--- src/rtl/mem_stage_hs.sv ---
// mem_stage_hs: MEM pipeline stage that talks to data memory through a
// req/ack handshake, stalls the pipeline while an access is outstanding,
// lane-aligns store and load data, flags misaligned accesses and abandons
// accesses that wait too long for an acknowledge.
module mem_stage_hs #(
    parameter int XLEN     = 32,
    parameter int MAX_WAIT = 255
) (
    input  logic              clk,
    input  logic              rst,
    input  logic              mem_valid,
    input  logic              mem_read,
    input  logic              mem_write,
    input  logic              mem_to_reg,
    input  logic              reg_write,
    input  logic              rd_src,
    input  logic [XLEN-1:0]   pc_to_reg,
    input  logic [XLEN-1:0]   alu_out,
    input  logic [XLEN-1:0]   rs2_data,
    input  logic [4:0]        rd_addr,
    input  logic [2:0]        funct3,
    output logic [XLEN-1:0]   fwd_rd_data,
    output logic              stall_o,
    output logic              wb_mem_to_reg,
    output logic              wb_reg_write,
    output logic [XLEN-1:0]   wb_rd_data,
    output logic [XLEN-1:0]   wb_ld_data,
    output logic [4:0]        wb_rd_addr,
    output logic              exc_misalign,
    output logic              exc_bus_err,
    output logic              dm_req,
    output logic [XLEN/8-1:0] dm_web,
    output logic [XLEN-1:0]   dm_addr,
    output logic [XLEN-1:0]   dm_wdata,
    input  logic [XLEN-1:0]   dm_rdata,
    input  logic              dm_ack
);

    localparam int NB   = XLEN / 8;
    localparam int OFFW = $clog2(NB);

    typedef enum logic [0:0] {S_IDLE, S_WAIT} state_e;

    state_e          state_q, state_d;
    logic [15:0]     cnt_q, cnt_d;
    logic            acc, misalign, timeout;
    logic            issue, finish, abort, pass;
    logic [OFFW-1:0] off;
    logic [NB-1:0]   laneMask, storeWeb;
    logic [XLEN-1:0] sizeBits, storeData, laneData, loadData;

    logic            dm_req_q, dm_req_d;
    logic [NB-1:0]   dm_web_q, dm_web_d;
    logic [XLEN-1:0] dm_addr_q, dm_addr_d;
    logic [XLEN-1:0] dm_wdata_q, dm_wdata_d;
    logic            wb_mem_to_reg_q, wb_mem_to_reg_d;
    logic            wb_reg_write_q, wb_reg_write_d;
    logic [XLEN-1:0] wb_rd_data_q, wb_rd_data_d;
    logic [XLEN-1:0] wb_ld_data_q, wb_ld_data_d;
    logic [4:0]      wb_rd_addr_q, wb_rd_addr_d;

    assign acc         = mem_valid & (mem_read | mem_write);
    assign off         = alu_out[OFFW-1:0];
    assign fwd_rd_data = rd_src ? pc_to_reg : alu_out;
    assign timeout     = (state_q == S_WAIT) && !dm_ack && (cnt_q == 16'(MAX_WAIT - 1));

    // Alignment check by access size; doubleword and LWU do not exist on a 32-bit datapath
    always_comb begin
        misalign = 1'b0;
        case (funct3)
            3'b001, 3'b101: misalign = alu_out[0];
            3'b010, 3'b110: misalign = |alu_out[1:0];
            3'b011:         misalign = |alu_out[2:0];
            default:        misalign = 1'b0;
        endcase
        if (XLEN == 32 && (funct3 == 3'b011 || funct3 == 3'b110)) begin
            misalign = 1'b1;
        end
    end

    // Store formatting: pick the byte lanes covered by the access and shift rs2 into them
    always_comb begin
        laneMask = '0;
        case (funct3[1:0])
            2'b00:   laneMask = NB'(1);
            2'b01:   laneMask = NB'(3);
            2'b10:   laneMask = NB'(15);
            default: laneMask = '1;
        endcase
        for (int i = 0; i < NB; i++) begin
            sizeBits[8*i +: 8] = {8{laneMask[i]}};
        end
        storeWeb  = ~(laneMask << off);
        storeData = (rs2_data & sizeBits) << {off, 3'b000};
    end

    // Load formatting: bring the addressed lane down to bit 0 and extend it
    always_comb begin
        laneData = dm_rdata >> {off, 3'b000};
        loadData = '0;
        case (funct3)
            3'b000:  loadData = XLEN'($signed(laneData[7:0]));
            3'b001:  loadData = XLEN'($signed(laneData[15:0]));
            3'b010:  loadData = XLEN'($signed(laneData[31:0]));
            3'b011:  loadData = laneData;
            3'b100:  loadData = XLEN'(laneData[7:0]);
            3'b101:  loadData = XLEN'(laneData[15:0]);
            3'b110:  loadData = XLEN'(laneData[31:0]);
            default: loadData = '0;
        endcase
    end

    // State register and wait counter
    always_ff @(posedge clk or posedge rst) begin
        if (rst) begin
            state_q <= S_IDLE;
            cnt_q   <= '0;
        end else begin
            state_q <= state_d;
            cnt_q   <= cnt_d;
        end
    end

    // Next state: issue aligned accesses, leave WAIT on ack or when the wait budget runs out
    always_comb begin
        state_d = state_q;
        cnt_d   = cnt_q;
        case (state_q)
            S_IDLE: begin
                if (acc && !misalign) begin
                    state_d = S_WAIT;
                    cnt_d   = '0;
                end
            end
            S_WAIT: begin
                if (dm_ack || timeout) begin
                    state_d = S_IDLE;
                end else begin
                    cnt_d = cnt_q + 16'd1;
                end
            end
            default: state_d = S_IDLE;
        endcase
    end

    // Outputs per state: stall, exception pulses and the strobes steering the registers
    always_comb begin
        stall_o      = 1'b0;
        exc_misalign = 1'b0;
        exc_bus_err  = 1'b0;
        issue        = 1'b0;
        finish       = 1'b0;
        abort        = 1'b0;
        pass         = 1'b0;
        case (state_q)
            S_IDLE: begin
                if (acc && !misalign) begin
                    stall_o = 1'b1;
                    issue   = 1'b1;
                end else if (acc) begin
                    exc_misalign = 1'b1;
                end else begin
                    pass = 1'b1;
                end
            end
            S_WAIT: begin
                stall_o     = ~dm_ack & ~timeout;
                finish      = dm_ack;
                abort       = timeout;
                exc_bus_err = timeout;
            end
            default: ;
        endcase
    end

    // Next values of the memory interface and MEM/WB registers; anything not retiring becomes a bubble
    always_comb begin
        dm_req_d        = dm_req_q;
        dm_web_d        = dm_web_q;
        dm_addr_d       = dm_addr_q;
        dm_wdata_d      = dm_wdata_q;
        wb_mem_to_reg_d = 1'b0;
        wb_reg_write_d  = 1'b0;
        wb_rd_data_d    = wb_rd_data_q;
        wb_ld_data_d    = wb_ld_data_q;
        wb_rd_addr_d    = wb_rd_addr_q;
        if (issue) begin
            dm_req_d   = 1'b1;
            dm_addr_d  = {alu_out[XLEN-1:OFFW], {OFFW{1'b0}}};
            dm_web_d   = mem_read ? '1 : storeWeb;
            dm_wdata_d = mem_read ? '0 : storeData;
        end
        if (finish || abort) begin
            dm_req_d = 1'b0;
            dm_web_d = '1;
        end
        if (pass) begin
            wb_mem_to_reg_d = mem_to_reg;
            wb_reg_write_d  = reg_write & mem_valid;
            wb_rd_data_d    = fwd_rd_data;
            wb_rd_addr_d    = rd_addr;
        end
        if (finish) begin
            wb_mem_to_reg_d = mem_to_reg;
            wb_reg_write_d  = reg_write;
            wb_rd_data_d    = fwd_rd_data;
            wb_rd_addr_d    = rd_addr;
            wb_ld_data_d    = mem_read ? loadData : '0;
        end
    end

    // Memory interface and MEM/WB pipeline registers
    always_ff @(posedge clk or posedge rst) begin
        if (rst) begin
            dm_req_q        <= 1'b0;
            dm_web_q        <= '1;
            dm_addr_q       <= '0;
            dm_wdata_q      <= '0;
            wb_mem_to_reg_q <= 1'b0;
            wb_reg_write_q  <= 1'b0;
            wb_rd_data_q    <= '0;
            wb_ld_data_q    <= '0;
            wb_rd_addr_q    <= '0;
        end else begin
            dm_req_q        <= dm_req_d;
            dm_web_q        <= dm_web_d;
            dm_addr_q       <= dm_addr_d;
            dm_wdata_q      <= dm_wdata_d;
            wb_mem_to_reg_q <= wb_mem_to_reg_d;
            wb_reg_write_q  <= wb_reg_write_d;
            wb_rd_data_q    <= wb_rd_data_d;
            wb_ld_data_q    <= wb_ld_data_d;
            wb_rd_addr_q    <= wb_rd_addr_d;
        end
    end

    assign dm_req        = dm_req_q;
    assign dm_web        = dm_web_q;
    assign dm_addr       = dm_addr_q;
    assign dm_wdata      = dm_wdata_q;
    assign wb_mem_to_reg = wb_mem_to_reg_q;
    assign wb_reg_write  = wb_reg_write_q;
    assign wb_rd_data    = wb_rd_data_q;
    assign wb_ld_data    = wb_ld_data_q;
    assign wb_rd_addr    = wb_rd_addr_q;

endmodule

--- config.mk ---
export PLATFORM = sky130hd
export DESIGN_NAME = mem_stage_hs
export DESIGN_NICKNAME = d
export VERILOG_FILES = /design/src/rtl/mem_stage_hs.sv
export SDC_FILE = /design/constraint.sdc
export NUM_CORES = 1
export LEC_CHECK = 0
export BUFFER_PORTS_ARGS = -buffer_cell sky130_fd_sc_hd__buf_2
export CAP_MARGIN = 15
export CORE_MARGIN = 2
export CORE_UTILIZATION = 40
export DETAILED_ROUTE_END_ITERATION = 6
export HOLD_SLACK_MARGIN = 0.08
export PLACE_DENSITY_LB_ADDON = 0.25
export SYNTH_ARGS = -nofsm -noshare
export SYNTH_HDL_FRONTEND = slang
export SYNTH_SLANG_ARGS = --single-unit
--- constraint.sdc ---
create_clock -name clk -period 9.9 [get_ports clk]
set_input_delay 0.99 -clock clk [delete_from_list [all_inputs] [get_ports clk]]
set_output_delay 0.99 -clock clk [all_outputs]
set_load 0.005 [all_outputs]
# Yosys cells after proc, flatten, opt, wreduce, memory -nomap -nowiden
# Index checks and enable logic that the tools add are counted.
dict set report totals {
  elab_cells 88
  register_bits 155
  in_bits 145
  output_inout_bits 175
}
dict set report op_classes {
  addsub 1
  shift 3
  muxes 36
  eq_ne 10
  n_bitwise 9
  reduce_logical 18
}
# cell n
set op_table {}
lappend op_table {{$mux W32} 5}
lappend op_table {{$pmux W32 S5} 1}
lappend op_table {{$and A32 B32 Y32} 1}
lappend op_table {{$mux W16} 2}
lappend op_table {{$pmux W16 S2} 1}
lappend op_table {{$shl A32 B5 Y32} 1}
lappend op_table {{$shr A32 B5 Y32} 1}
lappend op_table {{$mux W1} 18}
lappend op_table {{$add A16 B1 Y16 const B} 1}
lappend op_table {{$eq A16 B8 Y1 const B} 1}
lappend op_table {{$mux W4} 3}
lappend op_table {{$mux W5} 2}
lappend op_table {{$eq A3 B3 Y1 const B} 3}
lappend op_table {{$pmux W4 S2} 1}
lappend op_table {{$eq A3 B2 Y1 const B} 2}
lappend op_table {{$reduce_or A2 Y1} 3}
lappend op_table {{$reduce_or A3 Y1} 2}
lappend op_table {{$ne A2 B2 Y1 const B} 2}
lappend op_table {{$not A4 Y4} 1}
lappend op_table {{$pmux W1 S2} 2}
lappend op_table {{$reduce_bool A2 Y1} 2}
lappend op_table {{$shl A4 B2 Y4} 1}
lappend op_table {{$and A1 B1 Y1} 3}
lappend op_table {{$eq A3 B1 Y1 const B} 1}
lappend op_table {{other kinds (10)} 17}

# Logic depth before layout (Yosys ltp)
dict set report logic_depth {
  depth_word 10
  ltp_mapped 8
  depth_no_buf 7
}

# Worst setup path after synthesis
# Ideal clock, no wire load.
dict set report synth_timing {
  path_type {in2out}
  startpoint {input port alu_out[0]}
  endpoint {output port stall_o}
  arrival_ns 2.238
  path_slack_ns 6.672
  path_buffers 1
  stages 5
  required_ns 8.910
  cell_sequence {buf_6 > or4_4 > a311oi_2 > a21oi_1 > inv_1}
}
dict set report synth_between {
  elab_chain_len 7
  word_cells_on_any_way 8
  classes_between {mux (4); reduce/logical (4)}
}
# element line_no
set synth_rtl {}
lappend synth_rtl {{start, declared} 18} ;# input logic [XLEN-1:0] alu_out,
lappend synth_rtl {{$reduce_or A3 Y1 / $reduce_or A2 Y1 (equally long branches)} {73, 72}}
lappend synth_rtl {{$pmux W1 S3 (*)} 70} ;# case (funct3)
lappend synth_rtl {{$mux W1 (*)} 76} ;# if (XLEN == 32 && (funct3 == 3'b011 || funct3 == 3'b110)) begin
lappend synth_rtl {{$logic_not A1 Y1 (*)} 157} ;# if (acc && !misalign) begin
lappend synth_rtl {{$logic_and A1 B1 Y1 (*)} 157}
lappend synth_rtl {{$mux W1 (*)} 157}
lappend synth_rtl {{$pmux W1 S2 (*)} 155} ;# case (state_q)
lappend synth_rtl {{end, declared} 23} ;# output logic stall_o,
# Mark *: on every way between the ends. The rest lies on a longest branch, timed or not.

# Final worst setup path
# Same ends and word-level chain as after synthesis.

==> metrics.yaml <==
synthesis:
  yosys_warnings: 0
  synth.most_common_cell: "nand2_1"
  postSynthRegisterBits: 155
  netlist.area_leader.share: 0.498
  yosys.area.top_type: "dfrtp_1"
  synthCells: 741
  synth_cell_type_count: 55
  synthTopCellsByArea: "dfrtp_1 50%, mux2_2 11%, nand2_1 8.0%, a21oi_1 3.2%, o21ai_0 2.6%"
  synth_edf_count: 0
  netlist_area_um2: 7580
  yosysSeqAreaShare: 0.512
  async_flop_share: 1.00
  ys.flop_type: "dfrtp_1"
  synth.avg_cell_area_um2: 10.2
  synth_common_cells: "161 x nand2_1, 151 x dfrtp_1, 77 x mux2_2"
placement:
  post-dp-hpwl_mm: 17.4
  place_congestion: 0.852
  portBuffers: 317
global_routing:
  grt_pass1_wl_mm: 35.8
  antenna_found_initial: 4
  grt_pass1_vias: 6475
  grt-ovfl-total: 0
  grt_max_degree: 89
  grt.total_usage: 0.231
cts:
  post_cts_buffers: 0
  clk_pin_slew_ns: 0.06
  cts_resized: 0
  clockBufferDepth: 2
  cts_tree: "yes"
  cts_buffers: 17
  clk_latency_ns: 0.42
  clkSinkCount: 155
  ctsHtreeMaxLevel: 4
  cts-root-buf: "clkbuf_16"
  cts_hold_buf: 0
sta:
  rsz0062_at_grt: "false"
  setup_viol: 0
  max_slew_margin: 0.406
  min_period_ns: 4.35
  fin_crit_sh: 0.439
  fmax_ghz: 0.230
  hold_viol_final: 0
  fin_setup_tns_ns: 0
  slew_viol_final: 0
  whs_ns: 0.467
  skew_ns: 0.00899
  worst_slew_pin_slew_ns: 0.892
drt:
  vias_per_cell: 5.29
  drc_errors: 0
  postRouteWirelength_mm: 23.6
  vias: 6750
  wire_per_inst_um: 18.5
  drtIter0Drc: 398
  drtPass1Iterations: 4
  antenna_left: 0
critical_path:
  required_ns: 8.91
  crit_buf_inv: 5
  cp_top_family: "buffers and inverters"
  cpPeakStageDelay_ns: 0.67
  cp_max_fo: 81
  cp_slowest_cell: "or4_4"
  crit_path_start_kind: "primary input"
  crit_type: "in -> out"
  crit_path_end_kind: "output pin"
  arrival_ns: 3.36
  crit_chain: "buf_2 -> buf_4 -> or4_4 -> a311oi_4 -> buf_4 -> a21oi_1 -> inv_1 -> buf_2"
power_and_ir_drop:
  peakVddDrop_mv: 0.106
  p_leak_uw: 0.00496
  power_density_nw_per_um2: 186
  p_switching_uw: 560
  p_int_uw: 1270
  swShare: 0.306
  pwr-share-comb: 0.226
  clockPowerShare: 0.329
  total_power_uw: 1830
  pwr-share-seq: 0.445
floorplanning:
  die_h_um: 142
  die_x_um: 142
  io_pins: 320
  start_util: 0.407
  rows: 50
  die_area_um2: 20100
  coreArea_um2: 18600
final_layout:
  multiInputGateArea_um2: 3460
  register_area_um2: 3880
  drive_gt1_frac: 0.430
  fillCellCount: 1752
  areaGrowthSynthToFinish_pct: 29.9
  fin_nets: 1175
hold_path:
  hp-class: "reg -> reg"
status:
  status: "complete, no violations"
run:
  maxCapViolations: 0
-- worst reg2reg max path: cells and delay by family (launching register included) --
family,cells,cell delay (ns)
AO/OA/AOI/OAI,2,0.84
buffers and inverters,1,0.61
AND/OR/NAND/NOR,2,0.52
flip-flops,1,0.54
-- path summary, 6_finish.rpt --
check	from	to	slack (ns)	depth (start not counted)
max in group asynchronous	rst	wb_ld_data[15]	7.74	3
min	dm_addr[21]	dm_addr[21]	0.47	2
max	alu_out[0]	stall_o	5.55	8
max reg2reg	state_q	dm_wdata[31]	7.27	5
min in group asynchronous	rst	wb_rd_data[3]	0.71	2
min reg2reg	dm_addr[21]	dm_addr[21]	0.47	2
-- power groups by stage --
stage               registers (uW)  logic (uW)  clock network, uW
CTS                            813         420                617
global route                   826         456                647
finish                         814         414                602
detailed placement             821         420                  0
global placement               822         412                  0
floorplan                      825         195                  0
-- layer usage --
| metal | global-route usage | up-vias | share of wire |
|---|---|---|---|
| li1 | - | 3230 | - |
| met1 | 0.306 | 3293 | 0.44 |
| met2 | 0.373 | 200 | 0.49 |
| met3 | 0.0631 | 25 | 0.061 |
| met4 | 0.0653 | 2 | 0.014 |
| met5 | 0 | - | 0.00047 |
-- placed cells by master, fill, tap and decap left out, types with 5 or more instances in the layout --
| master | count |
|---|---|
| o221ai_1 | 8 |
| o21a_1 | 9 |
| or4_1 | 5 |
| dfrtp_1 | 151 |
| nand2_1 | 161 |
| inv_6 | 7 |
| o2bb2ai_1 | 9 |
| o31ai_1 | 15 |
| buf_2 | 317 |
| a221o_1 | 16 |
| inv_1 | 7 |
| clkbuf_16 | 17 |
| a211oi_1 | 7 |
| mux2_2 | 77 |
| nor2b_1 | 11 |
| a22o_1 | 7 |
| nand3_1 | 20 |
| o21ai_0 | 39 |
| a21oi_1 | 49 |
| nor2_1 | 13 |
| mux2i_1 | 17 |
| nand4_1 | 6 |
| buf_4 | 7 |
-- through the flow --
step / instance area (um^2) / utilization / cells / worst slack [ns]
finish: 9850 / 0.528 / 1276 / 5.55
global route: 9850 / 0.528 / 1275 / 5.38
CTS: 9840 / 0.528 / 1274 / 5.54
detailed placement: 9310 / 0.499 / 1243 / 5.54
global placement: 9310 / 0.499 / 1243 / 5.57
floorplan: 7590 / - / 742 / 4.74
-- logic make-up after synthesis --
kind of cell    Yosys count  share of synthesized area
compound gates          175                      0.159
mux                      95                      0.140
simple gates            247                      0.148
buf+inv                  65                     0.0358
flops                   155                      0.512
xor+xnor                  1                    0.00116
fa+ha+maj                 2                    0.00330
other cells               1                   0.000494
-- final cells by class --
cell class	count	share of cell area
antenna	2	0.000508
clock buffer	17	0.0432
clock inverter	14	0.0114
inverter	8	0.00356
multi-input combinational	522	0.351
sequential	155	0.394
tap	234	0.0297
timing repair buffer	324	0.166
(Power assumes the default switching activity.)
